**src/rtl/muldiv_pkg.sv**
```systemverilog
// Shared encodings for the iterative multiply/divide unit: operation codes,
// FSM states and the per-operation context latched at launch.
package muldiv_pkg;

    typedef enum logic [1:0] {
        OP_MULT  = 2'b00,
        OP_MULTU = 2'b01,
        OP_DIV   = 2'b10,
        OP_DIVU  = 2'b11
    } op_e;

    typedef enum logic [1:0] {
        IDLE = 2'b00,
        CALC = 2'b01,
        FIN  = 2'b10
    } state_e;

    typedef struct packed {
        op_e  op;
        logic a_neg;
        logic b_neg;
        logic b_zero;
    } op_ctx_t;

    function automatic logic op_is_div(input op_e op);
        return (op == OP_DIV) || (op == OP_DIVU);
    endfunction

    function automatic logic op_is_signed(input op_e op);
        return (op == OP_MULT) || (op == OP_DIV);
    endfunction

endpackage

```
**src/rtl/muldiv_datapath.sv**
```systemverilog
// Shift-add multiplier / restoring divider sharing one 2*WIDTH accumulator.
// Optional MULDIV_EARLY_TERM_EN: multiply exits once remaining multiplier bits are zero.
module muldiv_datapath
    import muldiv_pkg::*;
#(
    parameter int WIDTH = 32,
    parameter int CNT_W = $clog2(WIDTH) + 1
) (
    input  logic               clk_i,
    input  logic               rst_i,
    input  logic               load_i,
    input  logic               step_i,
    input  logic               is_div_i,
    input  logic [WIDTH-1:0]   a_mag_i,
    input  logic [WIDTH-1:0]   b_mag_i,
    output logic [2*WIDTH-1:0] acc_o,
    output logic [CNT_W-1:0]   cnt_o,
    output logic               skip_o
);

    logic [2*WIDTH-1:0] acc_q, acc_d;
    logic [WIDTH-1:0]   opnd_q, opnd_d;
    logic [CNT_W-1:0]   cnt_q, cnt_d;
    logic               div_q, div_d;

    logic [WIDTH-1:0]   mul_addend;
    logic [WIDTH:0]     mul_sum;
    logic [2*WIDTH-1:0] mul_step;
    logic [WIDTH:0]     div_shift;
    logic               div_ge;
    logic [WIDTH-1:0]   div_diff;
    logic [2*WIDTH-1:0] div_step;

    // Multiply: acc = {partial product, unconsumed multiplier bits}, shifting right.
    always_comb begin
        mul_addend = acc_q[0] ? opnd_q : '0;
        mul_sum    = {1'b0, acc_q[2*WIDTH-1:WIDTH]} + {1'b0, mul_addend};
        mul_step   = {mul_sum, acc_q[WIDTH-1:1]};
    end

    // Divide: acc = {remainder, dividend/quotient}, shifting left one bit per step.
    always_comb begin
        div_shift = acc_q[2*WIDTH-1:WIDTH-1];
        div_ge    = div_shift >= {1'b0, opnd_q};
        div_diff  = div_shift[WIDTH-1:0] - opnd_q;
        if (div_ge) begin
            div_step = {div_diff, acc_q[WIDTH-2:0], 1'b1};
        end else begin
            div_step = {acc_q[2*WIDTH-2:0], 1'b0};
        end
    end

`ifdef MULDIV_EARLY_TERM_EN
    logic [WIDTH-1:0] rem_mask;
    assign rem_mask = ~({WIDTH{1'b1}} << cnt_q);
    assign skip_o   = !div_q && ((acc_q[WIDTH-1:0] & rem_mask) == '0);
`else
    assign skip_o   = 1'b0;
`endif

    always_comb begin
        acc_d  = acc_q;
        opnd_d = opnd_q;
        cnt_d  = cnt_q;
        div_d  = div_q;
        if (load_i) begin
            div_d  = is_div_i;
            opnd_d = is_div_i ? b_mag_i : a_mag_i;
            acc_d  = {{WIDTH{1'b0}}, (is_div_i ? a_mag_i : b_mag_i)};
            cnt_d  = CNT_W'(WIDTH);
        end else if (step_i) begin
            if (skip_o) begin
                // No adds remain, so the outstanding right shifts collapse into one.
                acc_d = acc_q >> cnt_q;
                cnt_d = '0;
            end else begin
                acc_d = div_q ? div_step : mul_step;
                cnt_d = cnt_q - CNT_W'(1);
            end
        end
    end

    always_ff @(posedge clk_i or posedge rst_i) begin
        if (rst_i) begin
            acc_q  <= '0;
            opnd_q <= '0;
            cnt_q  <= '0;
            div_q  <= 1'b0;
        end else begin
            acc_q  <= acc_d;
            opnd_q <= opnd_d;
            cnt_q  <= cnt_d;
            div_q  <= div_d;
        end
    end

    assign acc_o = acc_q;
    assign cnt_o = cnt_q;

endmodule

```
**src/rtl/mul_div_unit.sv**
```systemverilog
// Iterative MULT/MULTU/DIV/DIVU unit with private HI/LO, MTHI/MTLO, flush and busy.
// Build option MULDIV_EARLY_TERM_EN (see muldiv_datapath) shortens multiplies.
module mul_div_unit
    import muldiv_pkg::*;
#(
    parameter  int WIDTH = 32,
    localparam int CNT_W = $clog2(WIDTH) + 1
) (
    input  logic             clk_i,
    input  logic             reset_i,
    input  logic             start_i,
    input  logic [1:0]       op_i,
    input  logic [WIDTH-1:0] a_i,
    input  logic [WIDTH-1:0] b_i,
    input  logic             flush_i,
    input  logic             hi_we_i,
    input  logic             lo_we_i,
    input  logic [WIDTH-1:0] wdata_i,
    output logic             busy_o,
    output logic             done_o,
    output logic             div_zero_o,
    output logic [WIDTH-1:0] hi_o,
    output logic [WIDTH-1:0] lo_o
);

    state_e             state_q, state_d;
    op_ctx_t            ctx_q, ctx_d;
    logic [WIDTH-1:0]   hi_q, hi_d;
    logic [WIDTH-1:0]   lo_q, lo_d;
    logic               done_q, done_d;
    logic               div_zero_q, div_zero_d;

    op_e                op_in;
    logic               a_neg, b_neg;
    logic [WIDTH-1:0]   a_mag, b_mag;
    logic               load, step, fin_we, div_by_zero;

    logic [2*WIDTH-1:0] acc;
    logic [CNT_W-1:0]   cnt;
    logic               skip;
    logic [2*WIDTH-1:0] prod;
    logic [WIDTH-1:0]   quo, rem, dividend;

    // Operand conditioning: magnitudes and signs for the unsigned core.
    always_comb begin
        op_in = op_e'(op_i);
        a_neg = op_is_signed(op_in) && a_i[WIDTH-1];
        b_neg = op_is_signed(op_in) && b_i[WIDTH-1];
        a_mag = a_neg ? -a_i : a_i;
        b_mag = b_neg ? -b_i : b_i;
    end

    muldiv_datapath #(
        .WIDTH (WIDTH),
        .CNT_W (CNT_W)
    ) u_datapath (
        .clk_i    (clk_i),
        .rst_i    (reset_i),
        .load_i   (load),
        .step_i   (step),
        .is_div_i (op_is_div(op_in)),
        .a_mag_i  (a_mag),
        .b_mag_i  (b_mag),
        .acc_o    (acc),
        .cnt_o    (cnt),
        .skip_o   (skip)
    );

    assign div_by_zero = op_is_div(ctx_q.op) && ctx_q.b_zero;

    always_ff @(posedge clk_i or posedge reset_i) begin
        if (reset_i) begin
            state_q <= IDLE;
        end else begin
            state_q <= state_d;
        end
    end

    always_comb begin
        state_d = state_q;
        case (state_q)
            IDLE: begin
                if (start_i && !flush_i) begin
                    state_d = CALC;
                end
            end
            CALC: begin
                if (flush_i) begin
                    state_d = IDLE;
                end else if (div_by_zero || skip || (cnt == CNT_W'(1))) begin
                    state_d = FIN;
                end
            end
            FIN:     state_d = IDLE;
            default: state_d = IDLE;
        endcase
    end

    always_comb begin
        busy_o = (state_q != IDLE);
        load   = (state_q == IDLE) && start_i && !flush_i;
        step   = (state_q == CALC) && !flush_i && !div_by_zero;
        fin_we = (state_q == FIN) && !flush_i;
    end

    // Sign correction. A divide-by-zero never steps, so acc still holds {0, |a|}.
    always_comb begin
        prod     = (ctx_q.a_neg ^ ctx_q.b_neg) ? -acc : acc;
        quo      = (ctx_q.a_neg ^ ctx_q.b_neg) ? -acc[WIDTH-1:0] : acc[WIDTH-1:0];
        rem      = ctx_q.a_neg ? -acc[2*WIDTH-1:WIDTH] : acc[2*WIDTH-1:WIDTH];
        dividend = ctx_q.a_neg ? -acc[WIDTH-1:0] : acc[WIDTH-1:0];
    end

    always_comb begin
        ctx_d = ctx_q;
        if (load) begin
            ctx_d.op     = op_in;
            ctx_d.a_neg  = a_neg;
            ctx_d.b_neg  = b_neg;
            ctx_d.b_zero = (b_i == '0);
        end
    end

    always_comb begin
        hi_d       = hi_q;
        lo_d       = lo_q;
        div_zero_d = div_zero_q;
        done_d     = fin_we;
        if (state_q == IDLE) begin
            if (hi_we_i) hi_d = wdata_i;
            if (lo_we_i) lo_d = wdata_i;
        end
        if (fin_we) begin
            if (!op_is_div(ctx_q.op)) begin
                hi_d = prod[2*WIDTH-1:WIDTH];
                lo_d = prod[WIDTH-1:0];
            end else if (ctx_q.b_zero) begin
                hi_d       = dividend;
                lo_d       = '1;
                div_zero_d = 1'b1;
            end else begin
                hi_d       = rem;
                lo_d       = quo;
                div_zero_d = 1'b0;
            end
        end
    end

    always_ff @(posedge clk_i or posedge reset_i) begin
        if (reset_i) begin
            ctx_q      <= '0;
            hi_q       <= '0;
            lo_q       <= '0;
            done_q     <= 1'b0;
            div_zero_q <= 1'b0;
        end else begin
            ctx_q      <= ctx_d;
            hi_q       <= hi_d;
            lo_q       <= lo_d;
            done_q     <= done_d;
            div_zero_q <= div_zero_d;
        end
    end

    assign hi_o       = hi_q;
    assign lo_o       = lo_q;
    assign done_o     = done_q;
    assign div_zero_o = div_zero_q;

endmodule

```
**config.mk**
```make
export PLATFORM = sky130hd
export DESIGN_NAME = mul_div_unit
export DESIGN_NICKNAME = d
export VERILOG_FILES = /design/src/rtl/muldiv_pkg.sv /design/src/rtl/muldiv_datapath.sv /design/src/rtl/mul_div_unit.sv
export SDC_FILE = /design/constraint.sdc
export NUM_CORES = 1
export LEC_CHECK = 0
export CAP_MARGIN = 20
export CORE_MARGIN = 5
export CORE_UTILIZATION = 45
export DETAILED_ROUTE_END_ITERATION = 10
export PLACE_DENSITY = 0.76
export SYNTH_ARGS = -nofsm -noshare
export SYNTH_HDL_FRONTEND = slang
export SYNTH_SLANG_ARGS = --single-unit
export TNS_END_PERCENT = 30
```
**constraint.sdc**
```tcl
create_clock -name clk_i -period 5.5 [get_ports clk_i]
set_input_delay 0.825 -clock clk_i [delete_from_list [all_inputs] [get_ports clk_i]]
set_output_delay 0.825 -clock clk_i [all_outputs]
set_load 0.01 [all_outputs]
```
==> summary.txt <==
Clock tree
  • H-tree depth: 4
  • CTS tree: yes
  • Hold buffer count at cts: 0
  • Skew-Pair Late Insertion Delay: 0.47 ns
  • CTS resizes: 0
  • CTS buffer count: 17
  • Post CTS Setup Buffer Count: 0
  • Num Clock Sinks: 175
  • Clock root buffer: clkbuf_16
  • Clk slew on worst S/H paths: 0.08 ns
  • Clk buf depth: 2

Layout
  • Finished Layout Cells: 2686
  • Share of cells above drive strength 1: 0.04689
  • Footprint of the multi-input gates: 11220 sq um
  • Layout area overhead: 13.36%
  • Final net count: 2381
  • Antenna diodes: 0
  • Register area: 4382 sq um
  • Filler Cells Inserted: 3528

Synthesis
  • Asr flop ratio synth: 1.000
  • Syn Std Cell Area: 16820 sq um
  • Avg Cell Area, Syn: 7.767 sq um
  • EDFF count, synth: 0
  • Most instantiated cells after synthesis: 269 x nand2_1, 194 x o21ai_0, 180 x nor2_1
  • Synth area leaders: dfrtp_1 26%, xnor2_1 6.2%, nand2_1 6.0%
  • Most frequent cell after synthesis: nand2_1
  • Main synth FF type: dfrtp_1
  • Warnings, synthesis: 0
  • Post-synthesis sequential area ratio: 0.2603
  • Synthesized flop and latch total: 175
  • Syn Inst Count: 2166
  • Number of distinct library cells after synthesis: 80
  • Syn nets: 2342
  • Top cell type by total area after synthesis: dfrtp_1
  • Yosys top cell area share: 0.2603

Global routing
  • Largest net degree at the start of global routing: 103
  • First-pass GRT wire length: 94530 microns
  • Gr ovfl total: 0
  • Vias in the first global route: 15800
  • All-Layer GR Usage: 0.2896
  • Antenna violations before repair: 1

Floorplanning
  • Initial Util: 0.4573
  • Die Y: 203.3 microns
  • FP Rows: 70
  • Top Ports: 171
  • Die area: 41350 sq um
  • Die Span X: 203.3 microns
  • Core area: 36790 sq um

Route
  • Number of iterations in the first detailed-routing pass: 6
  • WL/cell: 22.98 microns
  • Detail Route Antenna Nets: 0
  • Vias after detailed routing: 16750
  • DRT Wirelength: 61730 microns
  • DR DRC count: 0
  • Via density: 6.235
  • Iter 0 DRT Violations: 2007

Job
  • Max-cap violations: 0

Power
  • Leakage: 7.759 nW
  • Int Pwr: 5.085 mW
  • Pwr dens: 547.2 nW/um^2
  • Logic gate share of total power: 0.622
  • Net Sw Frac: 0.5126
  • Switching power: 5.349 mW
  • Tot Pwr: 10.43 mW
  • Sequential share of power: 0.257
  • Max VDD drop: 0.2811 mV
  • Clock power share: 0.121

STA
  • Worst Slack Setup Final: 1.295 ns
  • Period utilization: 0.7646
  • Worst-Margin Slew: 1.088 ns
  • Min Clock Period, post-route: 4.205 ns
  • Endpoints failing setup: 0
  • Setup TNS: 0 ns
  • Rel. slew slack: 0.2694
  • Final count of pins violating max slew: 0
  • Max Clk Rate: 237.8 MHz
  • Skew final: 0.01213 ns
  • RSZ-0062 raised after global routing: false
  • Final hold violations: 0

Worst setup path
  • Arrival @ worst endpoint: 4.54 ns
  • CP max-delay cell: a2bb2oi_4
  • CP cell instances: ha_1 -> and4_1 -> nand3_1 -> or3_1 -> or4_1 -> o41ai_2 -> a2bb2oi_4 -> nand2_1 -> a21oi_1 -> nor4_1
  • Worst Setup SP: u_datapath.acc_o[52]$_DFFE_PP0P_
  • Flop2flop setup slack: 1.29 ns
  • Reg-to-reg endpoint: u_datapath.acc_o[51]$_DFFE_PP0P_
  • Beginning of the worst register-to-register path: u_datapath.acc_o[52]$_DFFE_PP0P_
  • Max Fanout on Critical Path: 25
  • Setup crit start kind: register
  • Max incr delay on CP: 0.74 ns
  • Reg2Reg Depth: 10
  • WS Path Type: register to register
  • Crit path to: u_datapath.acc_o[51]$_DFFE_PP0P_
  • CP Capture Type: register
  • WP data required: 5.84 ns

Placement
  • Cell count after placement: 2652
  • Detailed Place HPWL: 47840 microns
  • Setup WS pre-CTS: 1.407 ns
  • PortBufs: 170
  • Gpl congestion: 1.034

Run status
  • Outcome: finished, final reports clean

Hold path
  • Worst hold path type: register to register
==> flip-flops by register name, indices dropped and copies added, names as in the netlist <==
register and cells:
u_datapath.acc_o 64, hi_o 32, lo_o 32, u_datapath.opnd_q 32, u_datapath.cnt_o 6, ctx_q 4, state_q 2, div_zero_o 1
done_o 1, u_datapath.div_q 1
==> worst min-delay path by stage <==
stage          cells past startpoint                                end                              start  slack, ns
5_1_grt                            2               ctx_q[4]$_DFFE_PP0P_               ctx_q[4]$_DFFE_PP0P_       0.50
3_5_place_dp                       2               ctx_q[4]$_DFFE_PP0P_               ctx_q[4]$_DFFE_PP0P_       0.47
3_3_place_gp                       2               ctx_q[4]$_DFFE_PP0P_               ctx_q[4]$_DFFE_PP0P_       0.47
2_1_floorplan                      2  u_datapath.opnd_q[13]$_DFFE_PP0P_  u_datapath.opnd_q[13]$_DFFE_PP0P_       0.45
6_report                           2               ctx_q[4]$_DFFE_PP0P_               ctx_q[4]$_DFFE_PP0P_       0.49
4_1_cts                            2               ctx_q[4]$_DFFE_PP0P_               ctx_q[4]$_DFFE_PP0P_       0.49
==> power groups by stage <==
stage,Sequential [mW],Clock (mW),Combinational (mW)
floorplan,2.15,0,4.82
global placement,2.63,0,6.28
detailed placement,2.66,0,6.33
CTS,2.64,1.27,6.35
global route,2.75,1.32,7.02
finish,2.68,1.26,6.49
==> cells in the final DEF, fill, tap and decap left out, drive strengths merged, types with 23 or more instances in the layout <==
cell / count
ha: 70
a32oi: 33
inv: 83
nor3: 36
nand2: 270
o21ai: 198
buf: 34
o31ai: 35
nand3: 44
dfrtp: 175
nor2: 180
a21o: 23
mux2i: 87
clkdlybuf4s50: 169
xnor2: 120
o211ai: 64
a31oi: 29
a21oi: 155
xor2: 105
==> worst max-delay path, delay by kind of cell, from the launching register on <==
| family | cells | cell delay, ns |
|---|---|---|
| DFF | 1 | 0.53 |
| AOI/OAI and AO/OA | 3 | 1.52 |
| and+or+nand+nor | 6 | 1.56 |
| adders and majority gates | 1 | 0.47 |
==> routing by layer <==
layer  vias up  GRT usage  part of all wire
li1       7842          -                 -
met3       125    0.06392             0.089
met2       811     0.4555              0.45
met5         -          0                 0
met4         0    0.09492             0.032
met1      7968     0.3978              0.43
==> per-stage QoR <==
step | instance area [sq um] | utilization | hold slack [ns]
final | 19070 | 0.5184 | 0.4881
after global routing | 19070 | 0.5184 | 0.5003
after CTS | 19030 | 0.5174 | 0.4859
after detailed placement | 18440 | 0.5013 | 0.4670
after global placement | 18440 | 0.5013 | 0.4650
after floorplan | 16830 | - | 0.4498
==> layout make-up <==
| type | count | area share |
|---|---|---|
| clock buffers | 18 | 0.02303 |
| clock inverters | 14 | 0.008136 |
| inverters | 81 | 0.01614 |
| multi-input cells | 1727 | 0.5885 |
| flip-flops and latches | 175 | 0.2298 |
| well taps | 468 | 0.03071 |
| repair buffers | 203 | 0.1037 |
==> cells by family after synthesis <==
family	count (synthesis)	share of synthesized area
AND/OR/NAND/NOR	673	0.1850
buffers and inverters	264	0.07490
adder cells (fa/ha/maj)	72	0.05444
multiplexers	91	0.05511
AO/OA/AOI/OAI	666	0.2531
flip-flops	175	0.2603
XOR/XNOR	225	0.1171
(Power assumes the default switching activity.)
